--- src/rtl/sprite_renderer.sv ---
// Drives a rotating 1-bit sprite shift register from beam position: issues
// shiftf/shiftb strobes, registers the serial bit as pixel_on, realigns per frame.
module sprite_renderer #(
  parameter int WIDTH   = 10,
  parameter int HEIGHT  = 10,
  parameter int COORD_W = 10
) (
  input  logic               clk,
  input  logic               reset_n,
  input  logic [COORD_W-1:0] hpos,
  input  logic [COORD_W-1:0] vpos,
  input  logic               frame_start,
  input  logic [COORD_W-1:0] sprite_x,
  input  logic [COORD_W-1:0] sprite_y,
  input  logic [1:0]         scale,
  input  logic               sprite_bit,
  output logic               shiftf,
  output logic               shiftb,
  output logic               pixel_on,
  output logic               overrun
);
  localparam int TOTAL = WIDTH * HEIGHT;
  localparam int POS_W = $clog2(TOTAL);
  localparam int COL_W = $clog2(WIDTH);
  localparam int ROW_W = $clog2(HEIGHT + 1);
  localparam int CNT_W = $clog2(WIDTH + 1);
  localparam int WIN_W = COORD_W + 4;

  typedef enum logic [1:0] {IDLE, DRAW, REWIND, ALIGN} state_t;

  state_t             state_q, state_d;
  logic [POS_W-1:0]   pos_q, pos_d;
  logic [ROW_W-1:0]   row_q, row_d;
  logic [2:0]         rep_q, rep_d;
  logic [COL_W-1:0]   col_q, col_d;
  logic [2:0]         sub_q, sub_d;
  logic [CNT_W-1:0]   cnt_q, cnt_d;
  logic [COORD_W-1:0] x_q, x_d;
  logic [COORD_W-1:0] y_q, y_d;
  logic [1:0]         scale_q, scale_d;
  logic               pixel_q, pixel_d;
  logic               overrun_q, overrun_d;

  logic [2:0]       rep_max;
  logic [WIN_W-1:0] win_top, win_bot, vpos_ext;
  logic             entry_hit;

  // Window compare is widened so y + (HEIGHT << scale) never wraps.
  assign rep_max   = 3'((4'd1 << scale_q) - 4'd1);
  assign win_top   = WIN_W'(y_q);
  assign win_bot   = win_top + (WIN_W'(HEIGHT) << scale_q);
  assign vpos_ext  = WIN_W'(vpos);
  assign entry_hit = (hpos == x_q) && (vpos_ext >= win_top) && (vpos_ext < win_bot)
                   && (row_q < ROW_W'(HEIGHT));

  assign pixel_on = pixel_q;
  assign overrun  = overrun_q;

  always_comb begin
    state_d   = state_q;
    pos_d     = pos_q;
    row_d     = row_q;
    rep_d     = rep_q;
    col_d     = col_q;
    sub_d     = sub_q;
    cnt_d     = cnt_q;
    x_d       = x_q;
    y_d       = y_q;
    scale_d   = scale_q;
    pixel_d   = 1'b0;
    overrun_d = overrun_q;
    shiftf    = 1'b0;
    shiftb    = 1'b0;

    if (entry_hit && (state_q == REWIND || state_q == ALIGN)) overrun_d = 1'b1;

    case (state_q)
      IDLE: begin
        if (entry_hit) begin
          state_d = DRAW;
          col_d   = '0;
          sub_d   = '0;
        end
      end
      DRAW: begin
        pixel_d = sprite_bit;
        if (sub_q == rep_max) begin
          shiftf = 1'b1;
          sub_d  = '0;
          col_d  = col_q + COL_W'(1);
          if (col_q == COL_W'(WIDTH - 1)) begin
            if (rep_q == rep_max) begin
              rep_d   = '0;
              row_d   = row_q + ROW_W'(1);
              state_d = IDLE;
            end else begin
              rep_d   = rep_q + 3'd1;
              cnt_d   = CNT_W'(WIDTH);
              state_d = REWIND;
            end
          end
        end else begin
          sub_d = sub_q + 3'd1;
        end
      end
      REWIND: begin
        shiftb = 1'b1;
        cnt_d  = cnt_q - CNT_W'(1);
        if (cnt_q == CNT_W'(1)) state_d = IDLE;
      end
      ALIGN: shiftf = 1'b1;
      default: state_d = IDLE;
    endcase

    if (shiftf)      pos_d = (pos_q == POS_W'(TOTAL - 1)) ? '0 : pos_q + POS_W'(1);
    else if (shiftb) pos_d = (pos_q == '0) ? POS_W'(TOTAL - 1) : pos_q - POS_W'(1);

    if (state_q == ALIGN && pos_d == '0) state_d = IDLE;

    // Alignment decision uses the post-strobe position of this cycle.
    if (frame_start) begin
      x_d     = sprite_x;
      y_d     = sprite_y;
      scale_d = scale;
      row_d   = '0;
      rep_d   = '0;
      state_d = (pos_d != '0) ? ALIGN : IDLE;
    end
  end

  always_ff @(posedge clk) begin
    if (!reset_n) begin
      state_q   <= IDLE;
      pos_q     <= '0;
      row_q     <= '0;
      rep_q     <= '0;
      col_q     <= '0;
      sub_q     <= '0;
      cnt_q     <= '0;
      x_q       <= '0;
      y_q       <= '0;
      scale_q   <= '0;
      pixel_q   <= 1'b0;
      overrun_q <= 1'b0;
    end else begin
      state_q   <= state_d;
      pos_q     <= pos_d;
      row_q     <= row_d;
      rep_q     <= rep_d;
      col_q     <= col_d;
      sub_q     <= sub_d;
      cnt_q     <= cnt_d;
      x_q       <= x_d;
      y_q       <= y_d;
      scale_q   <= scale_d;
      pixel_q   <= pixel_d;
      overrun_q <= overrun_d;
    end
  end
endmodule
--- config.mk ---
export PLATFORM = sky130hd
export DESIGN_NAME = sprite_renderer
export DESIGN_NICKNAME = d
export VERILOG_FILES = /design/src/rtl/sprite_renderer.sv
export SDC_FILE = /design/constraint.sdc
export NUM_CORES = 1
export LEC_CHECK = 0
export ABC_AREA = 1
export CORE_MARGIN = 5
export CORE_UTILIZATION = 60
export DETAILED_ROUTE_END_ITERATION = 6
export MAX_ROUTING_LAYER = met4
export PLACE_DENSITY_LB_ADDON = 0.3
export RECOVER_POWER = 25
export SYNTH_ARGS = -nofsm -noshare
export SYNTH_HDL_FRONTEND = slang
export SYNTH_SLANG_ARGS = --single-unit
--- constraint.sdc ---
create_clock -name clk -period 4.9 [get_ports clk]
set_input_delay 0.98 -clock clk [delete_from_list [all_inputs] [get_ports clk]]
set_output_delay 0.98 -clock clk [all_outputs]
set_load 0.02 [all_outputs]
==> results of run 1 <==
-- logic make-up (layout without fill, tap and decap cells) --
kind of cell | count (synthesis) | count (layout) | share of synthesized area [%]
simple gates | 247 | 247 | 30.1
buf+inv | 76 | 124 | 8.48
fa+ha+maj | 38 | 38 | 13.4
xor+xnor | 24 | 24 | 5.84
flops | 51 | 51 | 28.4
compound gates | 91 | 91 | 13.7
-- layout make-up --
type                       count  area [um^2]
timing repair buffer          52          505
inverter                      64          240
sequential                    51         1020
multi-input combinational    400         2270
clock buffer                   7         96.3
fill                         482         1650
clock inverter                 1         7.51
tap                           75         93.8
-- flip-flops by register name, summed over array words and instances, names as in the netlist --
| name | flops |
|---|---|
| sub_q | 3 |
| pixel_on | 1 |
| scale_q | 2 |
| cnt_q | 4 |
| state_q | 2 |
| overrun | 1 |
| col_q | 4 |
| pos_q | 7 |
| y_q | 10 |
| rep_q | 3 |
| row_q | 4 |
| x_q | 10 |
-- through the flow --
step	area (um^2)	total power, uW	hold WS (ps)	utilization, %	worst slack (ps)
finish	4240	1560	507	72.0	1170
global placement	4140	1260	471	70.3	1500
floorplan	3600	1110	456	-	1750
CTS	4240	1560	511	72.1	1230
global route	4240	1700	534	72.0	701
detailed placement	4140	1290	488	70.3	1260
-- worst paths after layout --
kind / from / endpoint / slack [ps] / cells after the start
worst max-delay path: scale_q[1] / col_q[1] / 1170 / 24
worst min-delay path: y_q[5] / y_q[5] / 510 / 2
worst max register to register: scale_q[1] / col_q[1] / 1170 / 24
worst min register to register: y_q[5] / y_q[5] / 510 / 2
-- cells in the mapped netlist (2+ instances only) --
cell type | n | area, um^2
sky130_fd_sc_hd__nand2_1 | 107 | 402
sky130_fd_sc_hd__nor2_1 | 71 | 267
sky130_fd_sc_hd__inv_1 | 59 | 221
sky130_fd_sc_hd__dfxtp_1 | 51 | 1020
sky130_fd_sc_hd__o21ai_0 | 42 | 210
sky130_fd_sc_hd__ha_1 | 37 | 463
sky130_fd_sc_hd__a21oi_1 | 34 | 170
sky130_fd_sc_hd__nand3_1 | 33 | 165
sky130_fd_sc_hd__xnor2_1 | 15 | 131
sky130_fd_sc_hd__nand4_1 | 9 | 56.3
sky130_fd_sc_hd__xor2_1 | 9 | 78.8
sky130_fd_sc_hd__clkbuf_1 | 7 | 26.3
sky130_fd_sc_hd__nand2_2 | 6 | 37.5
sky130_fd_sc_hd__nor2_2 | 6 | 37.5
sky130_fd_sc_hd__o21bai_1 | 6 | 45.0
sky130_fd_sc_hd__nor3_1 | 5 | 25.0
sky130_fd_sc_hd__buf_4 | 3 | 22.5
sky130_fd_sc_hd__clkinv_1 | 3 | 11.3
sky130_fd_sc_hd__a211oi_1 | 2 | 15.0
sky130_fd_sc_hd__inv_2 | 2 | 7.51
sky130_fd_sc_hd__o21a_1 | 2 | 15.0
sky130_fd_sc_hd__or2_2 | 2 | 12.5
-- layer usage --
| layer | part of all wire [%] | wire length (um) | global-route usage (%) | vias to the layer above |
|---|---|---|---|---|
| met5 | 0 | 0 | - | - |
| met4 | 0.75 | 62 | 4.46 | 0 |
| met3 | 5.9 | 484 | 3.41 | 6 |
| met2 | 48 | 3960 | 39.5 | 102 |
| met1 | 45 | 3740 | 31.2 | 1574 |
| li1 | - | - | - | 1805 |
-- critical path: stages, from the launching register on --
cell and delay, ps:
sky130_fd_sc_hd__dfxtp_1 410, sky130_fd_sc_hd__nor2_2 190, sky130_fd_sc_hd__nand2_1 130, sky130_fd_sc_hd__inv_1 120, sky130_fd_sc_hd__fa_1 220, sky130_fd_sc_hd__a21oi_1 80
sky130_fd_sc_hd__o21bai_1 190, sky130_fd_sc_hd__a21oi_1 100, sky130_fd_sc_hd__o21ai_0 290, sky130_fd_sc_hd__nand2_1 110, sky130_fd_sc_hd__o21ai_0 160, sky130_fd_sc_hd__o21ai_0 110
sky130_fd_sc_hd__ha_1 300, sky130_fd_sc_hd__nand2_1 100, sky130_fd_sc_hd__nor2_1 50, sky130_fd_sc_hd__nor3_1 140, sky130_fd_sc_hd__nand2_1 80, sky130_fd_sc_hd__nand2_1 60
sky130_fd_sc_hd__nand3_1 160, sky130_fd_sc_hd__nand2_2 160, sky130_fd_sc_hd__nand2_1 110, sky130_fd_sc_hd__inv_1 120, sky130_fd_sc_hd__o21ai_0 90, sky130_fd_sc_hd__o21ai_0 80
sky130_fd_sc_hd__nor2_1 60
-- power by group --
| group | switching (uW) | internal, uW | total (uW) |
|---|---|---|---|
| logic | 452 | 291 | 743 |
| registers | 67.1 | 478 | 545 |
| clock network | 141 | 129 | 270 |
==> results.json, run 1 <==
{
  "vdd_ir_drop_max_uv": 255,
  "drt-wirelength-per-cell_um": 12.7,
  "die_h_um": 87.4,
  "run_status": "completed",
  "post_synth_instance_area_um2": 3600,
  "maximum_clock_skew_at_final_layout_ps": 12.7,
  "crit_path_start_kind": "register",
  "tns_ps": 0,
  "synth-seq-area-share_pct": 28.4,
  "timing.setup.critical_path_class": "reg -> reg",
  "cts_sinks": 51,
  "global_route.overflow_total": 0,
  "ioPinCount": 50,
  "post_detailed_route_via_to_cell_ratio": 5.36,
  "leakage_uw": 0.00191,
  "timing.final.crit_period_ps": 3730,
  "remaining_drc_errors": 0,
  "insertedDiodeCount": 0,
  "fin_crit_sh_pct": 76.2,
  "setup_viol": 0,
  "area_growth_synth_to_finish_pct": 17.7,
  "placed_cells_incl_taps": 642,
  "die_area_um2": 7650,
  "route.vias.total": 3487,
  "required_ps": 5080,
  "width_of_the_die_um": 87.4,
  "ctsResizeCount": 0,
  "worstSetupEndpointType": "register",
  "critical_path.max_fanout": 9,
  "layout_commonest_cell": "sky130_fd_sc_hd__nand2_1",
  "row_count": 28,
  "fmax_ghz": 0.268,
  "netlist-cell-type-count": 38,
  "synth_fp_nets": 611,
  "rsz0062_at_grt": "false",
  "layout.cells.non_filler": 650,
  "via_count_of_the_first_global_routing_pass": 3366,
  "last_weighted_congestion_value_of_the_routability_driven_placer": 0.881,
  "antenna_found_initial": 0,
  "drv_cap": 0,
  "most_used_cells_in_the_layout_excluding_fill_and_tap_cells": "107 x sky130_fd_sc_hd__nand2_1, 71 x sky130_fd_sc_hd__nor2_1, 59 x sky130_fd_sc_hd__inv_1",
  "path_clk_slew_ps": 100,
  "power.density_cell_area_nw_per_um2": 368,
  "yosys_register_bits": 51,
  "post_cts_hold_buffer_count": 0,
  "cts.root.buffer_cell": "sky130_fd_sc_hd__clkbuf_8",
  "max_slew_margin_pct": 16.3,
  "asyncSetResetFlopFracSynth_pct": 0,
  "placeableCoreArea_um2": 5890,
  "most_common_flop_cell_mapped_by_yosys": "sky130_fd_sc_hd__dfxtp_1",
  "detail_route.first_pass.iterations": 5,
  "final_antenna_net_count": 0,
  "tightest_slew_ps": 1260,
  "initial_utilization_pct": 61.1,
  "num-nets-final": 658,
  "grt_use_total_pct": 23.9,
  "post_cts.repair.setup_buffers": 0,
  "post-dp-hpwl_um": 6370,
  "cts.path.max_buffers": 2,
  "critical_path_arrival_ps": 3920,
  "post_route_cells_drive_above_1_share_pct": 5.39,
  "drt_wl_total_um": 8250,
  "hold_violations": 0,
  "global_route_wire_length_before_repair_um": 14600,
  "grt_start_max_net_pins": 33,
  "cts_max_level": 2,
  "synth_edf_count": 0,
  "synth_warnings": 0,
  "syn_area_per_cell_um2": 6.83,
  "initialDrtViolationCount": 194,
  "post_synth_inst_count": 527,
  "io_buffer_count": 49,
  "cts_tree": "done",
  "insertion_delay_ps": 300,
  "cts_buffers": 5,
  "min-delay-path-class": "reg -> reg",
  "final-max-slew-violation-count": 0
}
Note: power is estimated with default switching activity, not from simulation.
==> run 2, diff against run 1 <==
- CORE_UTILIZATION: 60 -> 56
- clock period: 4.9 -> 3.92 ns (I/O delays scaled with it)
==> run 2 against run 1 <==
  * Sequential cell count is the same
  * Sequential power increased by 25%
  * Combinational power rose by 25%
  * Fmax grew 2.3%
  * Hold slack worse by 11 ps
  * Power grew 31%
  * Sequential share of layout area shrank 0.15 points
  * Final cell count up 0.31%
  * Clock skew down 6.6 ps
==> results.json, run 2 (synthesis results as in run 1) <==
{
  "run_status": "completed",
  "cts_buffers": 5,
  "post-dp-hpwl_um": 6450,
  "post_cts_hold_buffer_count": 0,
  "drt_wl_total_um": 8330,
  "power.share.sequential_pct": 33.3,
  "layout_commonest_cell": "sky130_fd_sc_hd__nand2_1",
  "die_area_um2": 8130,
  "placeableCoreArea_um2": 6310,
  "num-nets-final": 658,
  "cell_internal_pwr_uw": 1220,
  "remaining_drc_errors": 0,
  "cts.path.max_buffers": 2,
  "crit_slowest_cell": "sky130_fd_sc_hd__fa_1",
  "global_route_wire_length_before_repair_um": 14400,
  "hold_violations": 0,
  "cp-startpoint": "scale_q[1]",
  "clock_power_share_pct": 21.3,
  "crit_path_cell_trace": "nor2_2, nand2_1, inv_1, fa_1, a21oi_1, o21bai_2, a21oi_1, o21ai_1, xor2_1, ha_1, a21oi_1, nor2_1, nor3_1, nand2_1, nand2_1, nand3_1, nand2_2, nand2_1, inv_1, o21ai_0, o21ai_0, nor2_1",
  "timing.critical_path.slowest_cell_delay_ps": 430,
  "final-max-slew-violation-count": 0,
  "max_slew_margin_pct": 58.7,
  "drt-wirelength-per-cell_um": 12.8,
  "power.density_cell_area_nw_per_um2": 478,
  "insertedDiodeCount": 0,
  "ioPinCount": 50,
  "cpLargestDelayFamily": "simple AND/OR/NAND/NOR gates",
  "path_clk_slew_ps": 90,
  "placed_cells_incl_taps": 644,
  "worstSetupEndpointType": "register",
  "min-delay-path-class": "reg -> reg",
  "rr_endpoint": "col_q[1]",
  "leakage_uw": 0.00194,
  "cts_max_level": 2,
  "maximum_clock_skew_at_final_layout_ps": 6.16,
  "post_route_cells_drive_above_1_share_pct": 5.74,
  "global_route.overflow_total": 0,
  "regToRegSetupSlack_ps": 270,
  "die_h_um": 90.2,
  "drv_cap": 0,
  "final_antenna_net_count": 0,
  "insertion_delay_ps": 310,
  "fin_crit_sh_pct": 93.1,
  "most_used_cells_in_the_layout_excluding_fill_and_tap_cells": "107 x sky130_fd_sc_hd__nand2_1, 71 x sky130_fd_sc_hd__nor2_1, 59 x sky130_fd_sc_hd__inv_1",
  "cts_tree": "done",
  "pwr-share-comb_pct": 45.5,
  "critical_path_arrival_ps": 3840,
  "row_count": 29,
  "min_to": "overrun",
  "largest_registers": "x_q: 10 flops, y_q: 10 flops, pos_q: 7 flops",
  "area_growth_synth_to_finish_pct": 18.8,
  "timing.final.crit_period_ps": 3650,
  "last_weighted_congestion_value_of_the_routability_driven_placer": 0.886,
  "grt_use_total_pct": 21.4,
  "io_buffer_count": 49,
  "timing.setup.critical_path_class": "reg -> reg",
  "tightest_slew_ps": 618,
  "post-layout-total-power_uw": 2040,
  "route.vias.total": 3415,
  "initialDrtViolationCount": 139,
  "grt_start_max_net_pins": 24,
  "hold_start": "overrun",
  "antenna_found_initial": 0,
  "detail_route.first_pass.iterations": 4,
  "layout.cells.non_filler": 652,
  "setup_viol": 0,
  "worst_r2r_path_depth": 22,
  "cp.buffers_inverters": 2,
  "via_count_of_the_first_global_routing_pass": 3199,
  "vdd_ir_drop_max_uv": 370,
  "crit_path_start_kind": "register",
  "power.net_switching_uw": 825,
  "post_detailed_route_via_to_cell_ratio": 5.24,
  "ctsResizeCount": 0,
  "required_ps": 4110,
  "width_of_the_die_um": 90.2,
  "cts_sinks": 51,
  "crit_top_cell": "sky130_fd_sc_hd__nand2_1",
  "fmax_ghz": 0.274,
  "initial_utilization_pct": 57.0,
  "hold_path_depth": 1,
  "post_cts.repair.setup_buffers": 0,
  "worstReg2RegStart": "scale_q[1]",
  "power.share.switching_pct": 40.4,
  "critical_path.max_fanout": 9,
  "cts.root.buffer_cell": "sky130_fd_sc_hd__clkbuf_8"
}
## run 2: cell type report
type	instances	area [um^2]
Multi-Input combinational cell	400	2270
Fill cell	562	2040
Sequential cell	51	1020
Timing Repair Buffer	52	509
Inverter	64	240
Tap cell	77	96.3
Clock buffer	6	72.6
Clock inverter	2	60.1
## run 2: worst max path at each step
stage                           to  slack [ps]  depth (start not counted)
after floorplan           col_q[1]         770                         25
after detailed placement  col_q[1]         280                         24
final                     col_q[1]         270                         22
after global placement    col_q[1]         530                         24
after CTS                 col_q[1]         120                         24
after global routing      col_q[1]          -2                         24
## run 2: metal layers
metal  global-route usage (%)  share of wire [%]  up-vias
li1                         -                  -     1795
met1                     27.2                 46     1527
met2                     35.0                 47       79
met3                     4.01                5.0       14
met4                     5.96                1.6        0
met5                        -                  0        -
## run 2: power groups by stage
stage | Sequential, uW | Clock (uW) | Combinational (uW)
floorplan | 665 | 0 | 716
global placement | 686 | 0 | 892
detailed placement | 689 | 0 | 920
CTS | 677 | 441 | 930
global route | 692 | 465 | 1050
finish | 679 | 435 | 928
## run 2: through the flow
stage	setup slack (ps)	area (um^2)	utilization [%]	TNS (ps)	hold slack, ps
2_1_floorplan	767	3600	-	0	456
3_3_place_gp	529	4140	65.6	0	477
3_5_place_dp	281	4140	65.6	0	470
4_1_cts	122	4280	67.7	0	503
5_1_grt	-2.48	4270	67.7	-2.48	526
6_report	270	4270	67.7	0	496
## run 2: worst register-to-register path: cells and delay by family, from the launching register on
family                     cells  cell delay, ps
buffers and inverters          2             210
adders and majority gates      2             720
and+or+nand+nor               10            1100
DFF                            1             420
AOI/OAI and AO/OA              7             920
xor gates and xnor gates       1             160
